File: config.mk
export PLATFORM = sky130hd
export DESIGN_NAME = pipe_elastic_stage
export DESIGN_NICKNAME = d
export VERILOG_FILES = /design/src/rtl/pipe_pkg.sv /design/src/rtl/stage_payload_reg.sv /design/src/rtl/pipe_elastic_stage.sv
export SDC_FILE = /design/constraint.sdc
export NUM_CORES = 1
export LEC_CHECK = 0
export ABC_AREA = 1
export ABC_CLOCK_PERIOD_IN_PS = 7100
export CAP_MARGIN = 5
export CORE_ASPECT_RATIO = 0.75
export CORE_MARGIN = 4
export CORE_UTILIZATION = 45
export DETAILED_ROUTE_END_ITERATION = 10
export DONT_BUFFER_PORTS = 1
export HOLD_SLACK_MARGIN = 0.08
export PLACE_DENSITY = 0.63
export SETUP_SLACK_MARGIN = 0.3
export SYNTH_ARGS = -nofsm -noshare
export SYNTH_HDL_FRONTEND = slang
export SYNTH_SLANG_ARGS = --single-unit
File: constraint.sdc
create_clock -name clk_i -period 7.1 [get_ports clk_i]
set_input_delay 1.42 -clock clk_i [delete_from_list [all_inputs] [get_ports clk_i]]
set_output_delay 1.42 -clock clk_i [all_outputs]
set_load 0.01 [all_outputs]
File: src/rtl/pipe_pkg.sv
// pipe_pkg: shared state encoding and default widths for the elastic pipeline stage.
package pipe_pkg;
  localparam int DEF_DATA_W = 32;
  localparam int DEF_CTRL_W = 3;
  typedef enum logic [1:0] {EMPTY = 2'd0, BUSY = 2'd1, FULL = 2'd2} state_t;
  function automatic logic [1:0] occ_of(input state_t s);
    return s;
  endfunction
endpackage

File: src/rtl/stage_payload_reg.sv
// stage_payload_reg: load-enabled data+ctrl register, async reset, sync ctrl clear.
module stage_payload_reg
  import pipe_pkg::*;
#(
  parameter int DATA_W = DEF_DATA_W,
  parameter int CTRL_W = DEF_CTRL_W
) (
  input  logic              clk_i,
  input  logic              reset_i,
  input  logic              load,
  input  logic              clear,
  input  logic [DATA_W-1:0] d_data,
  input  logic [CTRL_W-1:0] d_ctrl,
  output logic [DATA_W-1:0] q_data,
  output logic [CTRL_W-1:0] q_ctrl
);
  always_ff @(posedge clk_i or posedge reset_i) begin
    if (reset_i) begin
      q_data <= '0;
      q_ctrl <= '0;
    end else begin
      if (load) q_data <= d_data;
      if (clear) q_ctrl <= '0;
      else if (load) q_ctrl <= d_ctrl;
    end
  end
endmodule

File: src/rtl/pipe_elastic_stage.sv
// pipe_elastic_stage: two-entry skid-buffered pipeline register with registered ready and flush.
module pipe_elastic_stage
  import pipe_pkg::*;
#(
  parameter int DATA_W = DEF_DATA_W,
  parameter int CTRL_W = DEF_CTRL_W
) (
  input  logic              clk_i,
  input  logic              reset_i,
  input  logic              in_valid_i,
  output logic              in_ready_o,
  input  logic [DATA_W-1:0] data_i,
  input  logic [CTRL_W-1:0] ctrl_i,
  input  logic              flush_i,
  output logic              out_valid_o,
  input  logic              out_ready_i,
  output logic [DATA_W-1:0] data_o,
  output logic [CTRL_W-1:0] ctrl_o,
  output logic [1:0]        occupancy_o
);
  state_t state, next;
  logic in_fire, out_fire, main_load, skid_load, main_from_skid;
  logic [DATA_W-1:0] main_data, skid_data;
  logic [CTRL_W-1:0] main_ctrl, skid_ctrl;
  assign in_fire  = in_valid_i & in_ready_o;
  assign out_fire = out_valid_o & out_ready_i;
  always_ff @(posedge clk_i or posedge reset_i) begin
    if (reset_i) begin
      state      <= EMPTY;
      in_ready_o <= 1'b0;
    end else begin
      state      <= next;
      in_ready_o <= next != FULL;
    end
  end
  always_comb begin
    next           = state;
    main_load      = 1'b0;
    skid_load      = 1'b0;
    main_from_skid = 1'b0;
    case (state)
      EMPTY: if (in_fire) begin
        next      = BUSY;
        main_load = 1'b1;
      end
      BUSY: begin
        main_load = in_fire & out_fire;
        skid_load = in_fire & ~out_fire;
        next      = skid_load ? FULL : (out_fire & ~in_fire) ? EMPTY : BUSY;
      end
      FULL: if (out_fire) begin
        next           = BUSY;
        main_load      = 1'b1;
        main_from_skid = 1'b1;
      end
      default: next = EMPTY;
    endcase
    // flush wins: drop any concurrent accept, a concurrent delivery already happened
    if (flush_i) begin
      next      = EMPTY;
      main_load = 1'b0;
      skid_load = 1'b0;
    end
  end
  stage_payload_reg #(.DATA_W(DATA_W), .CTRL_W(CTRL_W)) u_main (
    .clk_i  (clk_i),
    .reset_i(reset_i),
    .load   (main_load),
    .clear  (flush_i),
    .d_data (main_from_skid ? skid_data : data_i),
    .d_ctrl (main_from_skid ? skid_ctrl : ctrl_i),
    .q_data (main_data),
    .q_ctrl (main_ctrl)
  );
  stage_payload_reg #(.DATA_W(DATA_W), .CTRL_W(CTRL_W)) u_skid (
    .clk_i  (clk_i),
    .reset_i(reset_i),
    .load   (skid_load),
    .clear  (flush_i),
    .d_data (data_i),
    .d_ctrl (ctrl_i),
    .q_data (skid_data),
    .q_ctrl (skid_ctrl)
  );
  assign out_valid_o = state != EMPTY;
  assign occupancy_o = occ_of(state);
  assign data_o      = main_data;
  assign ctrl_o      = out_valid_o ? main_ctrl : '0;
endmodule
==> impl_metrics.env, run 1 <==
export IMPL_die_area_mm2=0.00931
export IMPL_vias_in_the_first_global_route=2856
export IMPL_clock_sinks=73
export IMPL_hold_viol_final=0
export IMPL_crit_fanout=43
export IMPL_power_density_mw_per_mm2=294
export IMPL_seq_total_area_yosys=0.520
export IMPL_hpwl_um=5130
export IMPL_worst_slew_pin_transition_ns=0.939
export IMPL_place_area_mm2=0.00348
export IMPL_setup_violations=0
export IMPL_fin_worst_hold_slack_ns=0.483
export IMPL_syn_avg_cell_area_um2=7.80
export IMPL_grt_antenna_before_repair=0
export IMPL_cts_made_buffers=9
export IMPL_clock_insertion_delay_worst_skew_ns=0.34
export IMPL_r2r_start="occupancy_o[0]"
export IMPL_cts_resized=0
export IMPL_ff2ff_setup_slack_ns=4.40
export IMPL_crit_required_ns=5.68
export IMPL_netlist_cell_type_count=21
export IMPL_flow_area_growth_from_synthesis_pct=5.20
export IMPL_drt_total_wl_um=8730
export IMPL_worst_path_top_cell_family_by_delay="flip-flops"
export IMPL_via_per_inst=5.35
export IMPL_clkTransAtPathRegs_ns=0.07
export IMPL_fin_setup_tns_ns=0
export IMPL_unrepaired_setup_endpoints_after_global_routing="no"
export IMPL_worst_path_max_delay_cell="dfrtp_2"
export IMPL_cell_area_after_technology_mapping_mm2=0.00352
export IMPL_clock_skew_final_ns=0.00789
export IMPL_worst_r2r_path_depth=5
export IMPL_routed_via_count=2888
export IMPL_num_io_pins=79
export IMPL_final_period_minus_worst_setup_slack_ns=3.17
export IMPL_grt_most_used_layer="met2"
export IMPL_post_route_drc_count=0
export IMPL_ys_warn_count=0
export IMPL_worst_case_setup_slack_after_placement_ns=3.98
export IMPL_grt_overflow_total=0
export IMPL_maximum_number_of_pins_on_one_net_before_global_route_repair=74
export IMPL_grt_first_pass_wirelength_um=14700
export IMPL_max_cap_violations=0
export IMPL_crit_buf_inv=0
export IMPL_antenna_cells_inserted=0
export IMPL_cpPeakStageDelay_ns=0.97
export IMPL_clk_path_buf_depth=2
export IMPL_critical_path_cell_count=2
export IMPL_gr_usage_all_layers=0.201
export IMPL_core_mm2=0.00747
export IMPL_crit_path_start_kind="flop"
export IMPL_setup_ws_ns=3.93
export IMPL_globalRouteMet1Util=0.280
export IMPL_port_buffers=0
export IMPL_drt_pass1_iter_count=4
export IMPL_postRouteAntennaNets=0
export IMPL_fp_dieW_um=110
export IMPL_fmax_mhz=316
export IMPL_clock_tree_from_tritoncts="built"
export IMPL_timing_critical_path_arrival_ns=1.75
export IMPL_critical_setup_path_kind="reg -> out"
export IMPL_status="complete, no violations"
export IMPL_postSynthRegisterBits=73
export IMPL_nNetsFinal=474
export IMPL_worstSetupStartpoint="occupancy_o[1]"
export IMPL_grt_util_met2=0.296
export IMPL_floorplan_rows=27
export IMPL_floorplan_initialDensity=0.471
export IMPL_route_detailed_wl_per_inst_um=16.2
export IMPL_use_met3=0.0738
export IMPL_timing_critical_path_mode_cell="nor2_1"
export IMPL_post_synth_inst_count=451
export IMPL_worstReg2RegEnd="u_main.q_data[1]"
export IMPL_vdd_ir_drop_max_mv=0.127
export IMPL_period_share=0.446
export IMPL_report_final_slew_viol_count=0
export IMPL_post_route_cells_drive_above_1_share=0.0706
export IMPL_relSlewSlack=0.374
export IMPL_cp_cell_sequence="nor2_1 -> nor2_1"
export IMPL_die_h_um=84.6
export IMPL_gp_routability_congestion=0.748
export IMPL_layout_cell_area_excl_fill_mm2=0.00370
export IMPL_hold_path_class="reg -> reg"
export IMPL_cts_root_buf="clkbuf_8"
export IMPL_worst_setup_path_endpoint="ctrl_o[2]"
export IMPL_critical_path_endpoint_type="output port"
export IMPL_ctsHtreeMaxLevel=3
export IMPL_cts_hold_repair_buffers=0
export IMPL_synth_nets=491
export IMPL_drt_first_iter_violations=215
export IMPL_power_leakage_uw=0.00201
export IMPL_post_cts_setup_buffer_count=0
[sequential cells by signal, indices dropped and copies added, names as in the netlist]
signal	count
in_ready_o	1
u_skid.q_data	32
occupancy_o	2
u_main.q_data	32
u_main.q_ctrl	3
u_skid.q_ctrl	3
[cells in the mapped netlist]
cell type / number / area, um2
buf_1: 1 / 3.75
nor3b_2: 1 / 12.5
inv_1: 7 / 26.3
inv_2: 4 / 15.0
o21ai_0: 1 / 5.00
nand2_1: 245 / 920
inv_4: 1 / 6.26
buf_6: 4 / 45.0
nor2_2: 1 / 6.26
nand4_1: 35 / 219
clkbuf_1: 6 / 22.5
o21ai_2: 1 / 8.76
nand2_2: 1 / 6.26
nor2_1: 4 / 15.0
a21oi_1: 1 / 5.00
nand4_2: 1 / 12.5
nand3_4: 2 / 35.0
nand3_1: 43 / 215
dfrtp_1: 73 / 1830
buf_2: 13 / 65.1
buf_4: 6 / 45.0
[routing by layer]
| metal | wire length [um] | part of all wire |
|---|---|---|
| met1 | 3940 | 0.45 |
| met2 | 3880 | 0.44 |
| met3 | 802 | 0.092 |
| met4 | 113 | 0.013 |
| met5 | 0 | 0 |
[placed cells by master, fill, tap and decap left out]
master,n
a21oi_1,1
inv_2,4
o21ai_2,1
nand2_1,245
clkinv_2,3
nand3_4,2
clkbuf_1,1
nor2_2,1
nand2_2,1
buf_4,2
dfrtp_2,1
nand3_1,43
inv_1,6
nor2_1,4
inv_4,1
bufinv_16,2
dfrtp_1,72
nor3b_2,1
nand4_1,35
o21ai_0,1
clkbuf_8,10
clkinv_4,1
nand4_2,1
[area by class of cell]
class	instances	area, um2
fill	756	3770
sequential	73	1830
multi-input combinational	336	1460
clock buffer	11	141
tap	101	126
clock inverter	5	78.8
inverter	12	48.8
timing repair buffer	2	15.0
[worst register-to-register path, cell delays in order, from the launching register on]
cell	delay, ns
dfrtp_1	0.50
inv_2	0.55
nand3_4	0.56
nand2_2	0.72
nand3_1	0.21
nand2_1	0.10
[power by group]
part | internal, uW | total (uW) | switching, uW
registers | 506 | 583 | 77.5
logic | 51.1 | 140 | 89.2
clock network | 207 | 365 | 157
total | 764 | 1090 | 324
[how the worst min path moves through the flow]
stage / start / to / slack, ns / cells after the start
2_1_floorplan: u_skid.q_data[0] / u_skid.q_data[0] / 0.45 / 2
3_3_place_gp: u_skid.q_data[0] / u_skid.q_data[0] / 0.46 / 2
3_5_place_dp: u_skid.q_data[23] / u_skid.q_data[23] / 0.47 / 2
4_1_cts: u_skid.q_data[29] / u_skid.q_data[29] / 0.49 / 2
5_1_grt: u_skid.q_data[20] / u_skid.q_data[20] / 0.50 / 2
6_report: u_skid.q_data[28] / u_skid.q_data[28] / 0.48 / 2
[cell families after synthesis]
kind of cell           after synthesis  share of synthesized area
buffers and inverters               42                     0.0651
DFF                                 73                      0.520
and+or+nand+nor                    333                      0.410
AOI/OAI and AO/OA                    3                    0.00534
[per-stage QoR]
step / power [uW] / utilization / std cells
after floorplan: 700 / - / 451
after global placement: 727 / 0.466 / 524
after detailed placement: 733 / 0.466 / 524
after CTS: 1100 / 0.495 / 540
after global routing: 1160 / 0.495 / 540
final: 1090 / 0.495 / 540
No activity file was read; power rests on OpenSTA's default activity.
==> run 2, diff against run 1 <==
ABC_CLOCK_PERIOD_IN_PS = 2900   (was 7100)
PLACE_DENSITY = 0.65   (was 0.63)
clock period = 2.9 ns   (was 7.1 ns; I/O delays follow)
==> run 2 against run 1 <==
Net effect: flip-flop and latch count unchanged; sequential share of layout area down 0.64 points; clock skew shrank 0.0023 ns; clock power grew 150%; clock-buffer cell count stayed put; global-route usage up 0.22 points; cell count increased by 0.93%; highest routed layer unchanged; sequential power grew 140%; routed wire length grew 0.72%; critical endpoint unchanged; worst hold slack got worse by 0.20 ns; largest power group unchanged; first-iteration DRC count shrank 12%.
==> impl_metrics.env, run 2 (same netlist as run 1, synthesis figures left out) <==
export IMPL_floorplan_initialDensity=0.471
export IMPL_drt_total_wl_um=8790
export IMPL_clkTransAtPathRegs_ns=0.07
export IMPL_num_fill_cells=736
export IMPL_port_buffers=0
export IMPL_ctsHtreeMaxLevel=3
export IMPL_worst_slew_pin_transition_ns=0.678
export IMPL_cp_cell_sequence="buf_4 -> nor2_1 -> nor2_1"
export IMPL_vdd_ir_drop_max_mv=0.337
export IMPL_routed_via_count=2885
export IMPL_post_route_drc_count=0
export IMPL_max_cap_violations=0
export IMPL_hold_path_end="occupancy_o[0]"
export IMPL_gp_routability_congestion=0.786
export IMPL_relSlewSlack=0.546
export IMPL_status="complete, no violations"
export IMPL_clock_insertion_delay_worst_skew_ns=0.35
export IMPL_cts_resized=0
export IMPL_core_mm2=0.00747
export IMPL_worstHoldPathCells=1
export IMPL_cts_made_buffers=9
export IMPL_area_of_the_multi_input_gates_mm2=0.00146
export IMPL_worstReg2RegEnd="u_main.q_data[17]"
export IMPL_critical_path_endpoint_type="output port"
export IMPL_drt_first_iter_violations=189
export IMPL_leading_cell_type_in_the_layout_fill_and_taps_excluded="nand2_1"
export IMPL_fmax_mhz=435
export IMPL_timing_critical_path_arrival_ns=1.72
export IMPL_hold_path_startpoint="flush_i"
export IMPL_hold_path_class="in -> reg"
export IMPL_final_period_minus_worst_setup_slack_ns=2.30
export IMPL_grt_overflow_total=0
export IMPL_route_detailed_wl_per_inst_um=16.1
export IMPL_vias_in_the_first_global_route=2920
export IMPL_clock_tree_from_tritoncts="built"
export IMPL_place_area_mm2=0.00351
export IMPL_layout_cells_most_common_list="245 x nand2_1, 72 x dfrtp_1, 43 x nand3_1"
export IMPL_postRouteAntennaNets=0
export IMPL_via_per_inst=5.29
export IMPL_timing_critical_path_mode_cell="nor2_1"
export IMPL_clock_sinks=73
export IMPL_period_share=0.792
export IMPL_worst_path_max_delay_cell="dfrtp_2"
export IMPL_report_power_total_uw=2690
export IMPL_critical_setup_path_kind="reg -> out"
export IMPL_worst_r2r_path_depth=4
export IMPL_fin_worst_hold_slack_ns=0.288
export IMPL_grt_first_pass_wirelength_um=14800
export IMPL_crit_required_ns=2.32
export IMPL_nNetsFinal=479
export IMPL_report_final_slew_viol_count=0
export IMPL_layout_cell_area_excl_fill_mm2=0.00375
export IMPL_power_leakage_uw=0.00203
export IMPL_die_area_mm2=0.00931
export IMPL_clk_path_buf_depth=2
export IMPL_fp_dieW_um=110
export IMPL_crit_path_start_kind="flop"
export IMPL_maximum_number_of_pins_on_one_net_before_global_route_repair=38
export IMPL_die_h_um=84.6
export IMPL_setup_violations=0
export IMPL_hpwl_um=5610
export IMPL_cts_root_buf="clkbuf_8"
export IMPL_hold_viol_final=0
export IMPL_grt_antenna_before_repair=0
export IMPL_final_seq_area_mm2=0.00183
export IMPL_ff2ff_setup_slack_ns=0.82
export IMPL_r2r_start="occupancy_o[1]"
export IMPL_power_density_mw_per_mm2=718
export IMPL_clock_skew_final_ns=0.00556
export IMPL_cpPeakStageDelay_ns=0.60
export IMPL_antenna_cells_inserted=0
export IMPL_unrepaired_setup_endpoints_after_global_routing="no"
export IMPL_gr_usage_all_layers=0.203
export IMPL_post_route_cells_drive_above_1_share=0.0811
export IMPL_drt_pass1_iter_count=4
export IMPL_num_io_pins=79
export IMPL_flow_area_growth_from_synthesis_pct=6.58
export IMPL_crit_buf_inv=1
export IMPL_crit_fanout=28
export IMPL_fin_setup_tns_ns=0
export IMPL_floorplan_rows=27
export IMPL_worst_path_top_cell_family_by_delay="flip-flops"
export IMPL_reg_largest_list="u_main.q_data (32), u_skid.q_data (32)"
-- run 2: how the worst max path moves through the flow --
| stage | startpoint | end | cells after the start |
|---|---|---|---|
| after global routing | occupancy_o[1] | ctrl_o[1] | 3 |
| final | occupancy_o[1] | ctrl_o[2] | 3 |
| after CTS | occupancy_o[1] | ctrl_o[2] | 3 |
| after floorplan | reset_i | in_ready_o | 1 |
| after global placement | occupancy_o[1] | u_main.q_data[30] | 4 |
| after detailed placement | flush_i | u_skid.q_data[29] | 5 |
-- run 2: power breakdown --
group | internal (uW) | switching [uW]
sequential | 1240 | 186
clock | 529 | 383
combinational | 130 | 227
-- run 2: routing by layer --
layer	up-vias	share of wire	global-route usage	wire, um
met5	-	0	0	0
met4	0	0.0039	0.0498	34
met3	4	0.10	0.0815	913
met2	110	0.45	0.311	3910
met1	1349	0.45	0.268	3930
li1	1422	-	-	-
-- run 2: through the flow --
step           instances  utilization  setup slack (ns)
2_1_floorplan        451            -             0.467
3_3_place_gp         528        0.470             0.818
3_5_place_dp         528        0.470             0.806
4_1_cts              545        0.502             0.581
5_1_grt              545        0.502             0.452
6_report             545        0.502             0.602
-- run 2: timing repair --
item / 4_1_cts / 5_1_grt
hold buffers: 1 / 0
hold endpoints to repair: 15 / 0
setup buffers: 0 / 0
-- run 2: layout make-up --
cell class              instances  share of cell area
flip-flops and latches         73               0.488
multi-input cells             336               0.390
clock buffers                  11              0.0404
well taps                     101              0.0337
clock inverters                 5              0.0207
repair buffers                  7              0.0147
inverters                      12              0.0130
